[config.mk]
export PLATFORM = sky130hd
export DESIGN_NAME = coin_collector
export DESIGN_NICKNAME = d
export VERILOG_FILES = /design/src/rtl/coin_collector.sv
export SDC_FILE = /design/constraint.sdc
export NUM_CORES = 1
export LEC_CHECK = 0
export ABC_AREA = 1
export CAP_MARGIN = 5
export CELL_PAD_IN_SITES_DETAIL_PLACEMENT = 0
export CELL_PAD_IN_SITES_GLOBAL_PLACEMENT = 1
export CORE_MARGIN = 2
export CORE_UTILIZATION = 37
export CTS_BUF_LIST = sky130_fd_sc_hd__clkbuf_16
export CTS_CLUSTER_DIAMETER = 30
export DETAILED_ROUTE_END_ITERATION = 8
export PLACE_DENSITY_LB_ADDON = 0.1
export SKIP_CTS_REPAIR_TIMING = 1
export SYNTH_ARGS = -nofsm -noshare
export SYNTH_HDL_FRONTEND = slang
export SYNTH_SLANG_ARGS = --single-unit
export TNS_END_PERCENT = 50
[constraint.sdc]
create_clock -name clk -period 1.82 [get_ports clk]
set_input_delay 0.364 -clock clk [delete_from_list [all_inputs] [get_ports clk]]
set_output_delay 0.364 -clock clk [all_outputs]
set_load 0.01 [all_outputs]
[src/rtl/coin_collector.sv]
// Coin collector front end for a vending machine: counts NTD_5/NTD_1 coins,
// hands the counts and an ITEM_A request downstream, or refunds them on
// cancel or inactivity timeout.
module coin_collector #(
  parameter logic [3:0] TIMEOUT = 4'd15
) (
  input  logic       clk,
  input  logic       reset,
  input  logic       coinPulse5,
  input  logic       coinPulse1,
  input  logic       selectA,
  input  logic       cancel,
  input  logic [1:0] serviceTypeIn,
  output logic [1:0] coinInNTD_5,
  output logic [1:0] coinInNTD_1,
  output logic       itemTypeIn,
  output logic [1:0] refundNTD_5,
  output logic [1:0] refundNTD_1,
  output logic       refundValid,
  output logic       coinReject5,
  output logic       coinReject1
);

  typedef enum logic [2:0] {StIdle, StCollect, StRequest, StWait, StRefund} state_e;

  state_e     state_q, state_d;
  logic [1:0] cnt5_q, cnt5_d, cnt1_q, cnt1_d;
  logic [3:0] timer_q, timer_d;
  logic       item_q, item_d;
  logic [1:0] refund5_q, refund5_d, refund1_q, refund1_d;
  logic       refund_valid_q, refund_valid_d;
  logic       reject5_q, reject5_d, reject1_q, reject1_d;

  logic can_take, accept5, accept1, handoff;

  // Coins are only taken while collecting and never past a count of 3.
  assign can_take = (state_q == StIdle) || (state_q == StCollect);
  assign accept5  = coinPulse5 && can_take && (cnt5_q != 2'd3);
  assign accept1  = coinPulse1 && can_take && (cnt1_q != 2'd3);
  // Downstream latches counts and request in the REQUEST cycle it reports ON.
  assign handoff  = (state_q == StRequest) && (serviceTypeIn == 2'b01);

  // State register with synchronous active-low reset.
  always_ff @(posedge clk) begin
    if (!reset) begin
      state_q <= StIdle;
    end else begin
      state_q <= state_d;
    end
  end

  // Next-state logic.
  always_comb begin
    state_d = state_q;
    case (state_q)
      StIdle: begin
        if (accept5 || accept1) state_d = StCollect;
      end
      StCollect: begin
        if (cancel)                  state_d = StRefund;
        else if (selectA)            state_d = StRequest;
        else if (timer_q == TIMEOUT) state_d = StRefund;
      end
      StRequest: begin
        // Handoff wins over cancel: the coins are already committed downstream.
        if (handoff)     state_d = StWait;
        else if (cancel) state_d = StRefund;
      end
      StWait: begin
        if (serviceTypeIn == 2'b00) state_d = StIdle;
      end
      StRefund: state_d = StIdle;
      default:  state_d = StIdle;
    endcase
  end

  // Next values for counters, timer and every registered output.
  always_comb begin
    cnt5_d = cnt5_q + {1'b0, accept5};
    cnt1_d = cnt1_q + {1'b0, accept1};
    if (handoff || (state_q == StRefund)) begin
      cnt5_d = 2'd0;
      cnt1_d = 2'd0;
    end

    // Timer only runs while staying in COLLECT; any other path clears it.
    timer_d = 4'd0;
    if ((state_q == StCollect) && (state_d == StCollect)) begin
      if (accept5 || accept1)   timer_d = 4'd0;
      else if (timer_q != 4'hf) timer_d = timer_q + 4'd1;
      else                      timer_d = timer_q;
    end

    item_d         = (state_d == StRequest);
    refund_valid_d = (state_d == StRefund);
    // Refund includes a coin accepted in the same cycle as cancel/timeout.
    refund5_d      = refund_valid_d ? cnt5_d : 2'd0;
    refund1_d      = refund_valid_d ? cnt1_d : 2'd0;
    reject5_d      = coinPulse5 && !accept5;
    reject1_d      = coinPulse1 && !accept1;
  end

  // Datapath and output registers.
  always_ff @(posedge clk) begin
    if (!reset) begin
      cnt5_q         <= 2'd0;
      cnt1_q         <= 2'd0;
      timer_q        <= 4'd0;
      item_q         <= 1'b0;
      refund5_q      <= 2'd0;
      refund1_q      <= 2'd0;
      refund_valid_q <= 1'b0;
      reject5_q      <= 1'b0;
      reject1_q      <= 1'b0;
    end else begin
      cnt5_q         <= cnt5_d;
      cnt1_q         <= cnt1_d;
      timer_q        <= timer_d;
      item_q         <= item_d;
      refund5_q      <= refund5_d;
      refund1_q      <= refund1_d;
      refund_valid_q <= refund_valid_d;
      reject5_q      <= reject5_d;
      reject1_q      <= reject1_d;
    end
  end

  assign coinInNTD_5 = cnt5_q;
  assign coinInNTD_1 = cnt1_q;
  assign itemTypeIn  = item_q;
  assign refundNTD_5 = refund5_q;
  assign refundNTD_1 = refund1_q;
  assign refundValid = refund_valid_q;
  assign coinReject5 = reject5_q;
  assign coinReject1 = reject1_q;

endmodule

# Word-level counts from Yosys, hierarchy flattened
# Cells that the tools add are included.
[classes] add_sub_neg=3 n_mul=0 div_mod_pow=0 order_cmp=0 eq_ne=12 n_shift=0 mux=10 bitwise=2 n_reduce_logical=17
[ops] cell="$mux 3" n=7
[ops] cell="$pmux 3 s4" n=1
[ops] cell="$eq 3x2->1 const B" n=3
[ops] cell="$logic_and 1x1->1" n=8
[ops] cell="$eq 3x1->1 const B" n=2
[ops] cell="$eq 3x3->1 const B" n=2
[ops] cell="$add 2x1->2" n=2
[ops] cell="$add 4x1->4 const B" n=1
[ops] cell="$eq 4x4->1 const B" n=1
[ops] cell="$mux 2" n=2
[ops] cell="$ne 2x2->1 const B" n=2
[ops] cell="$ne 4x4->1 const B" n=1
[ops] cell="$logic_not 3->1" n=1
[ops] cell="$logic_or 1x1->1" n=3
[ops] cell="$reduce_or 3->1" n=1
[ops] cell="$eq 2x1->1 const B" n=1
[ops] cell="$logic_not 1->1" n=2
[ops] cell="$logic_not 2->1" n=1
[ops] cell="$not 1->1" n=2
[ops] cell="$reduce_and 2->1" n=1
[word_totals] register_bits=19 latchBits=0 ramBits=0 mem_bits_ro=0 mem_count=0

# Longest topological paths before layout
# Gate-level depths: netlist (run 1).
[logic_depth] word_depth=11 ltp_mapped=9 depth_no_buf=9

# Worst setup path before layout (run 1)
# Ideal clock, no wire load.
[synth_path] path_type="register -> register" from="register state_q[1]" to="register refund5_q[1], in the netlist refundNTD_5[1]" setup_ps=65 arrival_ps=1153 slack_ps=601 path_stages_with_launch=8 path_buffers=0 synth_period_minus_slack_ps=1219 path_cell_list="dfxtp_1 -> nor2_4 -> inv_2 -> nor2_1 -> ha_1 -> xor2_1 -> nand3_1 -> nor2_1"
[synth_between] elab_chain_cells=9 word_cells_on_any_way=25
[synth_lines] element="from (decl)" line_no="26" source="state_e state_q, state_d;"
[synth_lines] element="from (signal assigned)" line_no="46" source="state_q <= StIdle;"
[synth_lines] element="from (signal assigned)" line_no="48" source="state_q <= state_d;"
[synth_lines] element="$eq 3x1->1 / $logic_not 3->1 (equally long branches)" line_no="37, 55"
[synth_lines] element="$logic_or 1x1->1" line_no="37" source="assign can_take = (state_q == StIdle) || (state_q == StCollect);"
[synth_lines] element="$logic_and 1x1->1 (on tied branches) (2 in series)" line_no="38, 39"
[synth_lines] element="$logic_or 1x1->1" line_no="57" source="if (accept5 || accept1) state_d = StCollect;"
[synth_lines] element="$mux 3" line_no="57"
[synth_lines] element="$pmux 3 s4" line_no="55" source="case (state_q)"
[synth_lines] element="$eq 3x3->1" line_no="95" source="refund_valid_d = (state_d == StRefund);"
[synth_lines] element="$reduce_and 2->1 (no line)"
[synth_lines] element="to (signal assigned)" line_no="120" source="refund5_q <= refund5_d;"
[synth_lines] element="to (decl)" line_no="30" source="logic [1:0] refund5_q, refund5_d, refund1_q, refund1_d;"
# Several ways; a longest one is shown, not always the timed one.
# A chain may end at the register's enable or synchronous reset.

# Worst setup path in the final report (run 1)
[layout_path] from="register cnt1_q[1], in the netlist coinInNTD_1[1]" to="output port coinInNTD_1[1]"
[layout_rtl] element="from (decl)" line_no="27" source="logic [1:0] cnt5_q, cnt5_d, cnt1_q, cnt1_d;"
[layout_rtl] element="from (signal assigned)" line_no="117" source="cnt1_q <= cnt1_d;"
[layout_rtl] element="to (decl)" line_no="15" source="output logic [1:0] coinInNTD_1,"
# No word-level cell between the ends.

==> results.md, run 1 <==
- GR Util All Layers: roughly 14%
- Max Clk Rate: 651.8 MHz
- Clock skew: 0.001560 ns
- Critical Path Source Type: flop
- Top delay family on crit path: buffers and inverters
- Tmin final: 1.534 ns
- Fin. max-slew vios: 0
- CTS buffer count: 3
- Hold depth: 4
- RR Endpoint: refundNTD_5[1]
- RSZ-0062 raised after global routing: no
- Max-Cap Viols: 0
- Die width: between 50 and 60 um
- Core Region: 2233 sq um
- Status: complete, no violations
- Area after DPL: 1100 sq um
- I/O pin count: 20
- CTS tree: built
- Initial core utilization: about two fifths
- Die height: 52.62 um
- Routed vias/inst: 4.490
- Setup violators final: 0
- Synth Register Bits: 19
- Final Cell Area: 1180 sq um
- Core Rows: 17
- Critical path endpoint category: output pin
- R2R Path Start: state_q[1]
- Mean post-synth cell area: 8.251 sq um
- CP max FO: 3
- First-pass GRT wire length: 2780 um
- Via Count: 705
- Largest net degree at the start of global routing: 12
- Sequential area share after synthesis: a little over two fifths
- R2R setup slack: ~0.43 ns
- Antenna-violating nets left: 0
- Hpwl dp: 1261 um
- Post-Syn Area: 874.6 sq um
- GR Overflow Total: 0
- Initial antenna violation count: 0
- Crit path DAT: 1.17 ns
- Die Area: 2769 sq um
- RD Place Congestion: around 0.78
- Synth Instances: roughly 110
- CTS sink cnt: 19
- Inserted Diodes: 0
- Max VDD drop: 758.6 uV
- Hold EP: timer_q[1]
- Number of global-route vias before repair: between 600 and 700
- Slowest-stage cell, CP: clkdlybuf4s50_1
- Tcrit/Tclk final: 84.30%
- CTS Buffer Depth: 2
- Layout cells sized above 1: 18.60%
- PortBufs: 19
- Worst-skew pair later-pin latency: 0.25 ns
- WHS: approximately 0.6 ns
- Leak Pwr: 0.5347 nW
- Pre-Repair DR Iteration Count: 4
- PwrDens: 942.9 nW/um^2
- Routed WL: 1615 um
- Setup TNS: 0 ns
- Synth top area cells: dfxtp_1, nand2_1, nor2_1
- Area Growth Syn to Fin: 34.91%
- Yosys warning count: 0
- Worst min-delay path startpoint: timer_q[1]
- R2R cell count: 7
- CTS root buf: clkbuf_16
- Nets: 141
- Worst-Margin Slew: ~0.28 ns
- Slowest stage delay, CP: 0.55 ns
- 1st-iter DRT viols: 10
- Crit path kind: reg -> out
- Area leader, netlist: dfxtp_1
- WP data required: around 1.5 ns
- Cell chain of the critical path: clkdlybuf4s50_1
- Fillers: 227
- # DRC: 0
- CP Buf/Inv Count: 1
- Slew HR: 80.95%
- Syn Nets: roughly 120
- Clock Pin Slew Worst Setup and Hold Paths: 0.05 ns
- Hold Vio Cnt, Final: 0
- Top cell type's share of synthesized area: 43.49%
- H-tree depth reported by CTS: 1
- Min-Delay Path Class: reg -> reg
- Drt wl/cell: between 10 and 15 um
- Cell variety after synth: 21
[cell type report]
type	instances	area [sq um]	share of cell area, %
Multi-Input combinational cell	72	437.9	37.12
Sequential cell	19	380.4	32.24
Timing Repair Buffer	19	190.2	16.12
Clock buffer	3	75.07	6.363
Inverter	15	56.30	4.772
Tap cell	28	35.03	2.969
Clock inverter	1	5.005	0.4242
[cell usage after synthesis]
cell / number
a21oi_2: 1
nand4_1: 1
nand3_4: 1
nand3_2: 3
nand2_2: 3
nand3_1: 9
a21oi_1: 4
xnor2_1: 1
xor2_1: 2
o21ai_0: 2
nand3b_1: 1
nand3b_4: 1
o21ai_2: 1
inv_1: 13
dfxtp_1: 19
nor2_1: 14
ha_1: 3
nand2_1: 17
nor2_2: 5
inv_2: 2
nor2_4: 3
[worst max-delay path by stage]
stage                   start              to  depth (start not counted)
2_1_floorplan      state_q[1]  refundNTD_5[1]                          7
3_3_place_gp       coinPulse5  refundNTD_5[1]                          7
3_5_place_dp       coinPulse5  refundNTD_5[1]                          7
4_1_cts        coinInNTD_1[1]  coinInNTD_1[1]                          1
5_1_grt        coinInNTD_1[1]  coinInNTD_1[1]                          1
6_report       coinInNTD_1[1]  coinInNTD_1[1]                          1
[metrics by stage]
| step | power [mW] | std cells | utilization [%] | setup WS, ns |
|---|---|---|---|---|
| after global placement | 0.6739 | 153 | 49.24 | 0.08455 |
| final | 1.112 | 157 | 52.83 | 0.2858 |
| after detailed placement | 0.6740 | 153 | 49.24 | 0.1119 |
| after CTS | 1.127 | 157 | 52.83 | 0.2791 |
| after floorplan | 0.5934 | 106 | - | 0.6014 |
| after global routing | 1.174 | 157 | 52.83 | 0.2332 |
[state kept, by name, indices dropped and copies added (netlist names)]
register,cells
refundValid,1
itemTypeIn,1
coinReject1,1
coinInNTD_5,2
refundNTD_5,2
coinInNTD_1,2
refundNTD_1,2
state_q,3
coinReject5,1
timer_q,4
[kinds of logic after synthesis]
logic type	share of synthesized area, %
buffers and inverters	6.438
and+or+nand+nor	37.34
DFF	43.49
xor gates and xnor gates	3.005
AOI/OAI and AO/OA	5.437
adders and majority gates	4.292
[report_power, final]
part | switching (mW) | total [mW] | internal [mW] | leakage (nW)
Sequential | 0.0244 | 0.469 | 0.445 | 0.155
Combinational | 0.0992 | 0.195 | 0.0957 | 0.339
Clock | 0.154 | 0.448 | 0.294 | 0.0409
Total | 0.278 | 1.11 | 0.835 | 0.535
[layer usage]
| layer | GRT usage [%] | part of all wire (%) | up-vias |
|---|---|---|---|
| met4 | 7.692 | 2.0 | 0 |
| met1 | 16.38 | 47 | 305 |
| met5 | 0 | 0 | - |
| met2 | 22.92 | 47 | 17 |
| met3 | 4.286 | 4.3 | 4 |
| li1 | - | - | 379 |
[cell usage in the layout (no fill, tap or decap), drive strengths merged]
| master | netlist | layout |
|---|---|---|
| inv | 15 | 15 |
| ha | 3 | 3 |
| a21oi | 5 | 5 |
| o21ai | 3 | 3 |
| clkbuf | 0 | 3 |
| xnor2 | 1 | 1 |
| nor2 | 22 | 22 |
| dfxtp | 19 | 19 |
| nand3 | 13 | 13 |
| clkdlybuf4s50 | 0 | 19 |
| nand2 | 20 | 20 |
| nand4 | 1 | 1 |
| clkinv | 0 | 1 |
| xor2 | 2 | 2 |
| nand3b | 2 | 2 |
(Power assumes the default switching activity.)
==> run 2: changes to the inputs <==
- CORE_UTILIZATION: 37 -> 35
- clock period: 1.82 -> 1.5 ns (I/O delays scaled with it)
==> results.md, run 2 (same netlist as run 1, synthesis figures left out) <==
- Status: complete, no violations
- Int Power: 1.023 mW
- Routed vias/inst: 4.460
- GR Util All Layers: 14.48%
- Pre-Repair DR Iteration Count: 2
- Nets: 145
- Core Region: around 2400 sq um
- Inserted Diodes: 0
- Setup violators final: 0
- Biggest register: timer_q
- CTS Buffer Depth: 2
- Top flop regs: timer_q (4), state_q (3)
- Met2 routed WL: 771 um
- Switching part of the total: 25.18%
- PwrDens: approximately 1100 nW/um^2
- Antenna-violating nets left: 0
- CTS root buf: clkbuf_16
- Initial core utilization: between 30% and 40%
- RD Place Congestion: 0.7451
- Crit path DAT: 1.14 ns
- Max FFs per register: 4
- Core Rows: 18
- Clock Pin Slew Worst Setup and Hold Paths: 0.05 ns
- Metal3 WL: 76 um
- Crit path kind: reg -> out
- Area Growth Syn to Fin: 39.48%
- Fillers: around 260
- Min-Delay Path Class: reg -> reg
- Slowest stage delay, CP: roughly 0.54 ns
- Die Area: just under 3000 sq um
- Tcrit/Tclk final: 96.02%
- Tmin final: 1.440 ns
- PortBufs: 19
- I/O pin count: 20
- Die width: 53.99 um
- Setup TNS: 0 ns
- Multi-input logic area: 440.4 sq um
- Critical path endpoint category: output pin
- CP Buf/Inv Count: 1
- Reg power frac: 41.6%
- GR Overflow Total: 0
- Commonest non-fill, non-tap cell in the layout: dfxtp_1
- Most frequent cells in the layout: dfxtp_1, nand2_1, clkdlybuf4s50_1
- Die height: 53.99 um
- Post-route worst setup slack: between 0.05 and 0.06 ns
- 1st-iter DRT viols: 2
- CP max FO: 3
- Final Non-Filler Cells: 163
- CTS tree: built
- First-pass GRT wire length: 2891 um
- Max-Cap Viols: 0
- Leak Pwr: between 0.5 and 0.6 nW
- Critical Path Source Type: flop
- Top Layer Used: met4
- Clock skew: 0.001171 ns
- Top delay family on crit path: buffers and inverters
- WP data required: 1.20 ns
- Initial antenna violation count: 0
- Drt wl/cell: 10.18 um
- Place WS: -0.1183 ns
- Slew HR: 79.68%
- Max VDD drop: 744.7 uV
- Fin. max-slew vios: 0
- Post-layout util: about 50%
- Met1 WL: roughly 770 um
- Area occupied by registers: between 300 and 400 sq um
- Total power: 1.367 mW
- Worst-skew pair later-pin latency: 0.25 ns
- Slowest-stage cell, CP: clkdlybuf4s50_1
- Largest net degree at the start of global routing: 12
- Switching power: 0.3443 mW
- Clk pwr share: 40.1%
- CTS buffer count: 3
- Cell chain of the critical path: clkdlybuf4s50_1
- Via Count: 727
- Layout cells sized above 1: 21.80%
- Number of global-route vias before repair: 673
- Hold Vio Cnt, Final: 0
- RSZ-0062 raised after global routing: no
- Routed WL: 1660 um
- # DRC: 0
- Hpwl dp: 1305 um
- Max Clk Rate: about 700 MHz
- Worst-Margin Slew: 0.3038 ns
- CTS sink cnt: 19
- H-tree depth reported by CTS: 1
- Logic gate share of total power: 18.3%
- Placed cell count: ~160
==> run 2: cell types whose count changed in the layout (fill, tap and decap cells not counted) <==
cell	delta
buf_4	+4
clkdlybuf4s50_1	-2
dlymetal6s2s_1	+2
nor2_1	-1
nor2_2	+1
==> run 2: tightest hold or removal path, delay by kind of cell, from the launching register on <==
| kind | cells | cell delay (ns) |
|---|---|---|
| xor gates and xnor gates | 1 | 0.09 |
| DFF | 1 | 0.36 |
| and+or+nand+nor | 1 | 0.09 |
==> run 2: cell type report <==
type,count,area share (%)
Inverter,15,4.615
Timing Repair Buffer,23,18.46
Sequential cell,19,31.18
Multi-Input combinational cell,72,36.10
Tap cell,30,3.077
Clock inverter,1,0.4103
Clock buffer,3,6.154
==> run 2: path summary, 6_finish.rpt <==
kind,cells past startpoint,start,to,slack (ns)
hold reg to reg,2,timer_q[0],timer_q[0],0.58
setup / recovery,1,coinInNTD_5[0],coinInNTD_5[0],0.06
setup reg to reg,7,state_q[1],refundNTD_5[1],0.14
hold / removal,2,timer_q[0],timer_q[0],0.58
==> run 2: metrics by stage <==
stage / cell area [sq um] / hold WS, ns
2_1_floorplan: 874.6 / 0.4192
3_3_place_gp: 1132 / 0.5648
3_5_place_dp: 1132 / 0.5787
4_1_cts: 1212 / 0.5918
5_1_grt: 1220 / 0.6148
6_report: 1220 / 0.5769
==> run 2: power by group through the flow <==
stage               clock network, mW  registers [mW]  logic (mW)
finish                          0.548           0.568       0.251
global route                    0.586           0.574       0.286
CTS                             0.561           0.570       0.255
detailed placement                  0           0.581       0.254
global placement                    0           0.579       0.253
floorplan                           0           0.588       0.132
==> run 2: metal layers <==
metal | global-route usage (%) | vias up
met5 | 0 | -
met4 | 7.500 | 0
met3 | 5.000 | 4
met2 | 22.76 | 12
met1 | 17.37 | 323
li1 | - | 388
==> run 3: changes to the inputs <==
- CORE_MARGIN: 2 -> default
- GPL_ROUTABILITY_DRIVEN: default -> 0
==> results.md, run 3 (same netlist as run 1, synthesis figures left out) <==
- Status: complete, no violations
- Worst-skew pair later-pin latency: 0.25 ns
- CTS sink cnt: 19
- Tcrit/Tclk final: approximately 97%
- Slowest stage delay, CP: roughly 0.55 ns
- Top delay family on crit path: buffers and inverters
- Cell chain of the critical path: clkdlybuf4s50_1
- CTS Buffer Depth: 2
- Slew HR: about four fifths
- Crit path DAT: around 1.2 ns
- Max FFs per register: 4
- Via Count: 718
- Largest net degree at the start of global routing: 11
- Nets: 144
- Max Clk Rate: between 600 and 700 MHz
- Clock skew: 0.001241 ns
- Area after DPL: 1122 sq um
- Setup violators final: 0
- Top flop regs: timer_q (4), state_q (3)
- CP Buf/Inv Count: 1
- Die Area: 2703 sq um
- Final Cell Area: 1206 sq um
- Most frequent cells in the layout: dfxtp_1, clkdlybuf4s50_1, nand2_1
- Die height: 51.99 um
- Area Growth Syn to Fin: 37.91%
- Antenna-violating nets left: 0
- Core Region: 2276 sq um
- Core Rows: 17
- Routed vias/inst: 4.488
- Slowest-stage cell, CP: clkdlybuf4s50_1
- I/O pin count: 20
- H-tree depth reported by CTS: 1
- Clock Pin Slew Worst Setup and Hold Paths: 0.05 ns
- Hold Vio Cnt, Final: 0
- CTS root buf: clkbuf_16
- Fin. max-slew vios: 0
- Worst-Margin Slew: 0.3153 ns
- Max VDD drop: between 500 and 600 uV
- Tmin final: 1.448 ns
- WP data required: 1.20 ns
- Pre-Repair DR Iteration Count: 4
- Initial antenna violation count: 0
- Biggest register: timer_q
- Min-Delay Path Class: reg -> reg
- Inserted Diodes: 0
- Setup TNS: 0 ns
- CTS buffer count: 3
- GR Overflow Total: 0
- Number of global-route vias before repair: 678
- CP max FO: 3
- Initial core utilization: slightly below 40%
- Leak Pwr: around 0.57 nW
- # DRC: 0
- Die width: 51.99 um
- Commonest non-fill, non-tap cell in the layout: dfxtp_1
- Critical path endpoint category: output pin
- Max-Cap Viols: 0
- Crit path kind: reg -> out
- PortBufs: 19
- Hpwl dp: 1253 um
- Drt wl/cell: 10.03 um
- RSZ-0062 raised after global routing: no
- WHS: 0.5883 ns
- Layout cells sized above 1: 20.45%
- Routed WL: 1604 um
- Critical Path Source Type: flop
- First-pass GRT wire length: 2815 um
- 1st-iter DRT viols: 5
- GR Util All Layers: ~15%
- CTS tree: built
- PwrDens: between 1000 and 1500 nW/um^2
run 3: cell type report:
| type | count | area (sq um) |
|---|---|---|
| Timing Repair Buffer | 22 | 215.2 |
| Clock inverter | 1 | 3.754 |
| Clock buffer | 3 | 75.07 |
| Multi-Input combinational cell | 72 | 440.4 |
| Tap cell | 28 | 35.03 |
| Inverter | 15 | 56.30 |
| Sequential cell | 19 | 380.4 |
| Fill cell | 227 | 1070 |
run 3: routing by layer:
metal | wire (um) | GRT usage (%)
met1 | 793 | 16.64
met3 | 61 | 5.263
met5 | 0 | 0
met2 | 732 | 24.36
met4 | 16 | 8.108
run 3: per-stage QoR:
step / setup slack, ns / utilization (%) / instances / total power [mW]
CTS: 0.03053 / 52.78 / 160 / 1.368
global placement: -0.1261 / 49.31 / 156 / 0.8254
detailed placement: -0.1190 / 49.31 / 156 / 0.8276
global route: 0.005832 / 53.00 / 160 / 1.430
finish: 0.05210 / 53.00 / 160 / 1.344
floorplan: 0.2814 / - / 106 / 0.7200
run 3: power breakdown:
group	switching [mW]	total, mW	internal (mW)
registers	0.0286	0.568	0.540
clock network	0.174	0.528	0.354
logic	0.124	0.247	0.124
run 3: final timing paths:
path | start | end | slack, ns | depth (start not counted)
worst min-delay path | timer_q[0] | timer_q[0] | 0.59 | 2
worst min register to register | timer_q[0] | timer_q[0] | 0.59 | 2
worst max-delay path | coinInNTD_5[1] | coinInNTD_5[1] | 0.05 | 1
worst max register to register | state_q[1] | refundNTD_1[1] | 0.17 | 7
